File: config.mk
export PLATFORM = sky130hd
export DESIGN_NAME = decodifica_hamming
export DESIGN_NICKNAME = d
export VERILOG_FILES = /design/src/rtl/hamming_pkg.sv /design/src/rtl/sindrome_hamming.sv /design/src/rtl/decodifica_hamming.sv
export SDC_FILE = /design/constraint.sdc
export NUM_CORES = 1
export LEC_CHECK = 0
export CAP_MARGIN = 20
export CORE_MARGIN = 2
export CORE_UTILIZATION = 41
export CTS_CLUSTER_SIZE = 12
export DETAILED_ROUTE_END_ITERATION = 10
export PLACE_DENSITY = 0.67
export SLEW_MARGIN = 10
export SYNTH_ARGS = -nofsm -noshare
export SYNTH_HDL_FRONTEND = slang
export SYNTH_SLANG_ARGS = --single-unit
File: constraint.sdc
create_clock -name clk -period 2.8 [get_ports clk]
set_clock_uncertainty 0.1 [all_clocks]
set_input_delay 0.84 -clock clk [delete_from_list [all_inputs] [get_ports clk]]
set_output_delay 0.84 -clock clk [all_outputs]
set_load 0.01 [all_outputs]
File: src/rtl/hamming_pkg.sv
// rtl/hamming_pkg.sv - Hamming(15,11) constants, position map and syndrome helper
// Shared by the decoder and the encoder bench.
package hamming_pkg;

  localparam int HAM_N = 15;
  localparam int HAM_K = 11;
  localparam int HAM_R = 4;

  // Codeword bit index holding data bit j (positions 3,5,6,7,9..15).
  localparam logic [HAM_K-1:0][3:0] DATA_IDX = {
    4'd14, 4'd13, 4'd12, 4'd11, 4'd10, 4'd9, 4'd8, 4'd6, 4'd5, 4'd4, 4'd2
  };

  // XOR of the positions of all set bits; equals the even-parity syndrome.
  function automatic logic [HAM_R-1:0] calc_sindrome(input logic [HAM_N-1:0] cw);
    logic [HAM_R-1:0] s;
    s = '0;
    for (int p = 1; p <= HAM_N; p++) begin
      if (cw[p-1]) s = s ^ p[HAM_R-1:0];
    end
    return s;
  endfunction

  function automatic logic [HAM_K-1:0] extrai_dados(input logic [HAM_N-1:0] cw);
    logic [HAM_K-1:0] d;
    d = '0;
    for (int j = 0; j < HAM_K; j++) begin
      d[j] = cw[DATA_IDX[j]];
    end
    return d;
  endfunction

  function automatic logic eh_paridade(input logic [HAM_R-1:0] s);
    return (s == 4'd1) || (s == 4'd2) || (s == 4'd4) || (s == 4'd8);
  endfunction

endpackage

File: src/rtl/sindrome_hamming.sv
// rtl/sindrome_hamming.sv - combinational 15-bit codeword to 4-bit syndrome
module sindrome_hamming
  import hamming_pkg::*;
(
  input  logic [HAM_N-1:0] codeword,
  output logic [HAM_R-1:0] sindrome
);

  assign sindrome = calc_sindrome(codeword);

endmodule

File: src/rtl/decodifica_hamming.sv
// rtl/decodifica_hamming.sv - two-stage Hamming(15,11) SEC decoder with valid/ready
module decodifica_hamming
  import hamming_pkg::*;
#(
  parameter int CNT_W = 16
) (
  input  logic             clk,
  input  logic             rst_n,
  input  logic [14:0]      entrada,
  input  logic             entrada_valida,
  output logic             entrada_pronta,
  output logic [10:0]      saida,
  output logic             saida_valida,
  input  logic             saida_pronta,
  output logic [3:0]       sindrome,
  output logic             erro_corrigido,
  output logic             erro_em_paridade,
  input  logic             limpa_contador,
  output logic [CNT_W-1:0] cnt_corrigidos
);

  localparam logic [CNT_W-1:0] CNT_MAX = '1;

  logic [HAM_R-1:0] sind_entrada;

  logic             s1_valid_q, s1_valid_d;
  logic [HAM_N-1:0] s1_cw_q, s1_cw_d;
  logic [HAM_R-1:0] s1_syn_q, s1_syn_d;

  logic             s2_valid_q, s2_valid_d;
  logic [HAM_K-1:0] s2_data_q, s2_data_d;
  logic [HAM_R-1:0] s2_syn_q, s2_syn_d;
  logic             s2_err_q, s2_err_d;
  logic             s2_par_q, s2_par_d;

  logic [CNT_W-1:0] cnt_q, cnt_d;

  logic             s1_load, s2_load, out_xfer;
  logic [HAM_N-1:0] flip_mask, cw_corr;

  sindrome_hamming u_sindrome (
    .codeword (entrada),
    .sindrome (sind_entrada)
  );

  // Ready ripples back combinationally so a full pipeline never bubbles.
  assign s2_load  = !s2_valid_q || saida_pronta;
  assign s1_load  = !s1_valid_q || s2_load;
  assign out_xfer = s2_valid_q && saida_pronta;

  always_comb begin
    flip_mask = '0;
    if (s1_syn_q != '0) flip_mask = HAM_N'(1) << (s1_syn_q - 4'd1);
    cw_corr = s1_cw_q ^ flip_mask;
  end

  always_comb begin
    s1_valid_d = s1_valid_q;
    s1_cw_d    = s1_cw_q;
    s1_syn_d   = s1_syn_q;
    if (s1_load) begin
      s1_valid_d = entrada_valida;
      if (entrada_valida) begin
        s1_cw_d  = entrada;
        s1_syn_d = sind_entrada;
      end
    end
  end

  always_comb begin
    s2_valid_d = s2_valid_q;
    s2_data_d  = s2_data_q;
    s2_syn_d   = s2_syn_q;
    s2_err_d   = s2_err_q;
    s2_par_d   = s2_par_q;
    if (s2_load) begin
      s2_valid_d = s1_valid_q;
      if (s1_valid_q) begin
        s2_data_d = extrai_dados(cw_corr);
        s2_syn_d  = s1_syn_q;
        s2_err_d  = (s1_syn_q != '0);
        s2_par_d  = eh_paridade(s1_syn_q);
      end
    end
  end

  // Clear has priority over a same-cycle increment.
  always_comb begin
    cnt_d = cnt_q;
    if (limpa_contador) begin
      cnt_d = '0;
    end else if (out_xfer && s2_err_q && (cnt_q != CNT_MAX)) begin
      cnt_d = cnt_q + 1'b1;
    end
  end

  always_ff @(posedge clk or negedge rst_n) begin
    if (!rst_n) begin
      s1_valid_q <= 1'b0;
      s1_cw_q    <= '0;
      s1_syn_q   <= '0;
      s2_valid_q <= 1'b0;
      s2_data_q  <= '0;
      s2_syn_q   <= '0;
      s2_err_q   <= 1'b0;
      s2_par_q   <= 1'b0;
      cnt_q      <= '0;
    end else begin
      s1_valid_q <= s1_valid_d;
      s1_cw_q    <= s1_cw_d;
      s1_syn_q   <= s1_syn_d;
      s2_valid_q <= s2_valid_d;
      s2_data_q  <= s2_data_d;
      s2_syn_q   <= s2_syn_d;
      s2_err_q   <= s2_err_d;
      s2_par_q   <= s2_par_d;
      cnt_q      <= cnt_d;
    end
  end

  assign entrada_pronta   = s1_load;
  assign saida            = s2_data_q;
  assign saida_valida     = s2_valid_q;
  assign sindrome         = s2_syn_q;
  assign erro_corrigido   = s2_err_q;
  assign erro_em_paridade = s2_par_q;
  assign cnt_corrigidos   = cnt_q;

endmodule

==> results.toml, run 1 <==
[timing]
report.final.slew_viol_count = 0
fin_tns_setup_ns = 0
final_hold_viol_count = 0
setup_viol_count_final = 0
grt_setup_unrepaired = "false"
tightestPinTransition_ns = 0.631
layout_min_cycle_time_ns = 2.73
slew-limit-headroom_pct = 58.0
clock.fmax_mhz = 366
fin_crit_sh_pct = 97.5

[worst_setup_path]
timing_worst_setup_path_type = "in -> out"
timing.critical_path.max_delay_family = "buffers and inverters"
startpoint = "saida_pronta"
worstPathCellList = "clkdlybuf4s50_1 > nand3b_1 > dlygate4sd2_1"
crit_path_max_incr_delay_ns = 0.45
regToRegStartpoint = "cnt_corrigidos[0]"
cp-end-kind = "primary output"
worstPathRequired_ns = 1.86
crit_arrival_ns = 1.79
critical-path-slowest-cell = "clkdlybuf4s50_1"
timing.critical_path.buf_inv = 2
largest_driver_fanout_on_the_critical_path = 4
setup.worst_path.start_class = "input pin"

[die]
fp.dieH_um = 83.4
floorplan.io_pins = 55
placement_rows = 28
floorplan.initialDensity_pct = 43.1
die_outline_area_sq_um = 6950
die_outline_width_um = 83.4
core_sq_um = 5990

[power_and_ir_drop]
power_density_nw_per_um2 = 591
largest_vdd_supply_drop_uv = 264
p_leak_nw = 1.31

[clock_network]
register_clock_pin_slew_on_the_reported_worst_setup_and_hold_paths_ns = 0.08
clk_path_buf_depth = 2
tritoncts_clock_tree = "built"
cts_made_buffers = 5
htreeDepth = 2
sink_count = 50
cts_root_buf = "clkbuf_8"
worst_skew_late_latency_ns = 0.30
post-cts-setup-buffer-count = 0

[global_route]
antenna_found_initial = 0
grt_use_total_pct = 15.6
first_pass_grt_wire_length_um = 8810
grt_max_degree = 51
grt_remaining_overflow = 0
grt_pass1_vias = 1899

[placement]
dpl.hpwl_um = 3880
gp_congestion = 0.822
placed_cells_incl_taps = 382
dpl_cell_area_sq_um = 3260
buffer_ports.inserted = 54

[cells_and_area]
finalNonFillerCells = 389
mostFrequentLayoutCell = "clkdlybuf4s50_1"
post_route_utilization_pct = 55.6
most-common-layout-cells = "52 x clkdlybuf4s50_1, 50 x dfrtp_1, 31 x nand2_1, 24 x xnor2_1, 20 x o21ai_0"
fin_nets = 335
final_design_area_no_fill_sq_um = 3330
drive_gt1_share_pct = 14.6
area_overhead_of_the_layout_relative_to_synthesis_pct = 29.0
n_antenna_cell = 0

[routing]
drt_iter0_markers = 48
detailroute.via_count = 1987
routed_wirelength_um = 5070
drt_first_pass_iters = 4
remaining_drc_errors = 0
routedWlPerCell_um = 13.0
route.detailed.vias_per_inst = 5.11
antenna_violating_nets_post_route = 0

[logic_synthesis]
synthDistinctLibCells = 34
post_synth_instance_area_sq_um = 2580
yosysSeqAreaShare_pct = 48.4
synthSimpleGateAreaFrac_pct = 18.4
post_synth.cell_area_avg_sq_um = 10.2
synth_area_in_xor_xnor_pct = 12.3
netlist_instances = 252
postSynthRegisterBits = 50
synthMuxAreaShare_pct = 8.24
synth_top_family_by_area = "simple AND/OR/NAND/NOR gates"
mappedNetlistNets = 273
synth_compound_gate_area_share_pct = 9.98
yosysWarningCount = 0
yosys.area_share.adder_pct = 0.484

[run_status]
status = "finished clean"

[worst_hold_path]
worst_min_delay_path_category = "reg -> reg"
worst_hold_startpoint = "saida[1]"

[flow_run]
drv.max_cap_violation_count = 0
## final timing paths
path / end / slack, ns / cells past startpoint
worst max-delay path: entrada_pronta / 0.07 / 3
max in group asynchronous: saida[1] / 1.64 / 2
worst min-delay path: saida[1] / 0.39 / 2
worst max register to register: cnt_corrigidos[12] / 0.74 / 5
min in group asynchronous: cnt_corrigidos[10] / 0.53 / 2
worst min register to register: saida[1] / 0.39 / 2
## tightest hold or removal path: cells and delay by family, from the launching register on
family | cells | cell delay [ns]
and+or+nand+nor | 1 | 0.05
DFF | 1 | 0.35
AOI/OAI and AO/OA | 1 | 0.06
## logic make-up (layout without fill, tap and decap cells)
group | Yosys count | after routing
flip-flops | 50 | 50
adder cells (fa/ha/maj) | 1 | 1
XOR/XNOR | 33 | 33
multiplexers | 19 | 19
AND/OR/NAND/NOR | 90 | 90
buffers and inverters | 14 | 76
AO/OA/AOI/OAI | 45 | 45
## Yosys cell counts
cell       count  area (sq um)
nor3_1         5          25.0
inv_1          3          11.3
and3_1         2          12.5
o21ai_0       20           100
nor4_2         1          12.5
dfrtp_1       50          1250
mux2i_1        1          10.0
nand2b_1       6          37.5
o311ai_0       1          8.76
or3_1          3          18.8
xor2_1         7          61.3
nand4_1        3          18.8
buf_2          1          5.00
or4b_1         1          10.0
o41ai_1        2          17.5
o31ai_1        6          45.0
nand3_2        2          20.0
nand3_1        4          20.0
buf_4          1          7.51
xnor3_1        2          45.0
or4_1          7          52.6
ha_1           1          12.5
mux2_2        18           203
xnor2_1       24           210
nor2_1        12          45.0
a31oi_1        2          12.5
nand2_1       31           116
or2b_1         1          7.51
or2_2          7          43.8
a21oi_1       13          65.1
clkbuf_1       9          33.8
nor2b_1        3          18.8
a2bb2oi_1      1          8.76
nand3b_1       2          15.0
## sequential cells by signal, summed over array words and instances (netlist names)
signal,cells
cnt_corrigidos,16
erro_corrigido,1
erro_em_paridade,1
s1_cw_q,11
s1_syn_q,4
s1_valid_q,1
saida,11
saida_valida,1
sindrome,4
## power by group
part / switching [W] / total (W) / leakage (nW) / internal, W
logic: 0.000252 / 0.000610 / 0.639 / 0.000359
registers: 0.000115 / 0.000967 / 0.630 / 0.000852
clock network: 0.000218 / 0.000390 / 0.0383 / 0.000172
total: 0.000584 / 0.00197 / 1.31 / 0.00138
## what timing repair did
action                                  CTS  global route
hold buffers                              0             0
endpoints found under the setup margin    1             0
gates resized for setup                   1             0
## metal layers
layer / wire length [um] / vias up / global-route usage [%]
met3: 267 / 4 / 4.67
met5: 0 / - / 0
met1: 2230 / 936 / 19.2
met4: 48 / 0 / 4.92
met2: 2520 / 49 / 26.2
li1: - / 998 / -
## layout make-up
class | count | area (sq um)
inverters | 3 | 11.3
clock buffers | 7 | 76.3
repair buffers | 66 | 624
multi-input cells | 188 | 1270
well taps | 75 | 93.8
fillers | 549 | 2660
flip-flops and latches | 50 | 1250
## through the flow
step	setup slack (ns)	power, W	hold WS, ns
after global placement	-0.178	0.00159	0.371
after CTS	0.0604	0.00200	0.394
final	0.0689	0.00197	0.385
after floorplan	0.462	0.00130	0.357
after detailed placement	-0.186	0.00161	0.374
after global routing	0.00413	0.00211	0.427
(Power assumes the default switching activity.)
==> run 2: changes to the inputs <==
Settings changed: CTS_CLUSTER_SIZE 12 to 30.
==> results of run 2 <==
The final DEF is identical to that of run 1; final timing and power are the same.
==> run 3: changes to the inputs <==
Settings changed: GPL_TIMING_DRIVEN set to 1, PLACE_DENSITY 0.67 to 0.69.
Clock period 2.8 ns to 2.55 ns, I/O delays scaled along.
==> run 3 against run 2 <==
Effect of this change: final cell count is 0.51% higher; flip-flop and latch count unchanged; largest power group unchanged; critical path type unchanged; sequential share of layout area is 0.58 points lower; global-route usage grew 0.17 points; worst setup slack gained 0.12 ns; combinational power up 12%; count of clock-buffer cells in the layout fell by 1; hold slack worse by 0.14 ns; sequential power grew 9.6%; utilization rose by 0.88 points; die area did not move.
==> results.toml, run 3 (synthesis gave the netlist of run 1 again) <==
[die]
core_sq_um = 5990
fp.dieH_um = 83.4
die_outline_area_sq_um = 6950
floorplan.initialDensity_pct = 43.1
die_outline_width_um = 83.4
placement_rows = 28
floorplan.io_pins = 55

[power_and_ir_drop]
power_density_nw_per_um2 = 680
p_leak_nw = 1.33
largest_vdd_supply_drop_uv = 293

[cells_and_area]
most-common-layout-cells = "51 x clkdlybuf4s50_1, 50 x dfrtp_1, 31 x nand2_1, 24 x xnor2_1, 20 x o21ai_0"
area_overhead_of_the_layout_relative_to_synthesis_pct = 31.0
largest_register_ffs = 16
filler_cells_inserted = 525
finalNonFillerCells = 391
n_antenna_cell = 0
fin_nets = 336
ff_latch_area_sq_um = 1250
mostFrequentLayoutCell = "clkdlybuf4s50_1"
post_route_utilization_pct = 56.5
drive_gt1_share_pct = 15.5
area_of_combinational_cells_with_multiple_inputs_sq_um = 1270

[timing]
setup_viol_count_final = 0
tightestPinTransition_ns = 0.430
finalWorstSetupSlack_ns = 0.185
clock.fmax_mhz = 423
final_hold_viol_count = 0
fin_tns_setup_ns = 0
layout_min_cycle_time_ns = 2.37
grt_setup_unrepaired = "false"
fin_crit_sh_pct = 92.8
report.final.slew_viol_count = 0
hold_ws_ns = 0.249
slew-limit-headroom_pct = 71.1

[worst_setup_path]
cp-end-kind = "primary output"
largest_driver_fanout_on_the_critical_path = 4
setup.worst_path.start_class = "input pin"
worstPathRequired_ns = 1.69
timing_worst_setup_path_type = "in -> out"
ff2ff_setup_slack_ns = 0.43
crit_arrival_ns = 1.50

[clock_network]
htreeDepth = 2
clk_path_buf_depth = 2
register_clock_pin_slew_on_the_reported_worst_setup_and_hold_paths_ns = 0.09
cts_root_buf = "clkbuf_8"
cts_made_buffers = 5
sink_count = 50
tritoncts_clock_tree = "built"
post_cts_hold_buffer_count = 0
worst_skew_late_latency_ns = 0.30

[routing]
remaining_drc_errors = 0
route.detailed.vias_per_inst = 5.18
drt_iter0_markers = 45
detailroute.via_count = 2025
routedWlPerCell_um = 13.5
drt_first_pass_iters = 4
antenna_violating_nets_post_route = 0
routed_wirelength_um = 5300

[global_route]
grt_pass1_vias = 1932
first_pass_grt_wire_length_um = 8990
antenna_found_initial = 0
grt_use_total_pct = 15.7
grt_remaining_overflow = 0
grt_max_degree = 23

[placement]
placed_cells_incl_taps = 382
dp_worst_slack_ns = -0.306
buffer_ports.inserted = 54
gp_congestion = 0.882
dpl.hpwl_um = 4170

[worst_hold_path]
worst_min_delay_path_category = "in -> async"

[run_status]
status = "finished clean"

[flow_run]
drv.max_cap_violation_count = 0
run 3: changes by cell type in the layout (fill, tap and decap cells not counted):
cell,delta
bufinv_16,+1
clkinvlp_4,+1
dlygate4sd2_1,+1
clkbuf_1,-1
buf_12,+1
clkdlybuf4s50_1,-1
run 3: final cells by class:
class / count / area share, %
Inverter: 3 / 0.333
Clock buffer: 6 / 2.14
Tap cell: 75 / 2.77
Sequential cell: 50 / 37.0
Timing Repair Buffer: 67 / 19.0
Multi-Input combinational cell: 188 / 37.6
Clock inverter: 2 / 1.11
run 3: metrics by stage:
stage | total power, W | cell area, sq um
3_5_place_dp | 0.00177 | 3270
6_report | 0.00230 | 3380
2_1_floorplan | 0.00142 | 2580
5_1_grt | 0.00245 | 3380
3_3_place_gp | 0.00176 | 3270
4_1_cts | 0.00233 | 3380
run 3: critical path: stages:
cell,delay [ns]
dlygate4sd2_1,0.27
nand3b_1,0.18
dlygate4sd2_1,0.29
run 3: final timing paths:
kind | startpoint | to | depth (start not counted)
worst max register to register | cnt_corrigidos[0] | cnt_corrigidos[10] | 5
worst min-delay path | rst_n | cnt_corrigidos[12] | 1
worst max-delay path | saida_pronta | entrada_pronta | 3
worst min register to register | saida[0] | saida[0] | 2
max in group asynchronous | rst_n | saida[9] | 2
min in group clk | saida[0] | saida[0] | 2
run 3: repair_timing:
item,CTS,global route
endpoints found under the setup margin,1,0
gates resized for setup,2,0
setup buffers,1,0
run 3: where the power goes:
part	internal, W	switching, W
sequential	0.000936	0.000124
clock	0.000293	0.000262
combinational	0.000401	0.000284
run 3: metal layers:
layer  up-vias  wire (um)  track usage [%]
met3         4        273             3.98
met2        58       2670             27.6
li1       1009          -                -
met5         -          0                0
met4         0         31             3.73
met1       954       2320             19.3
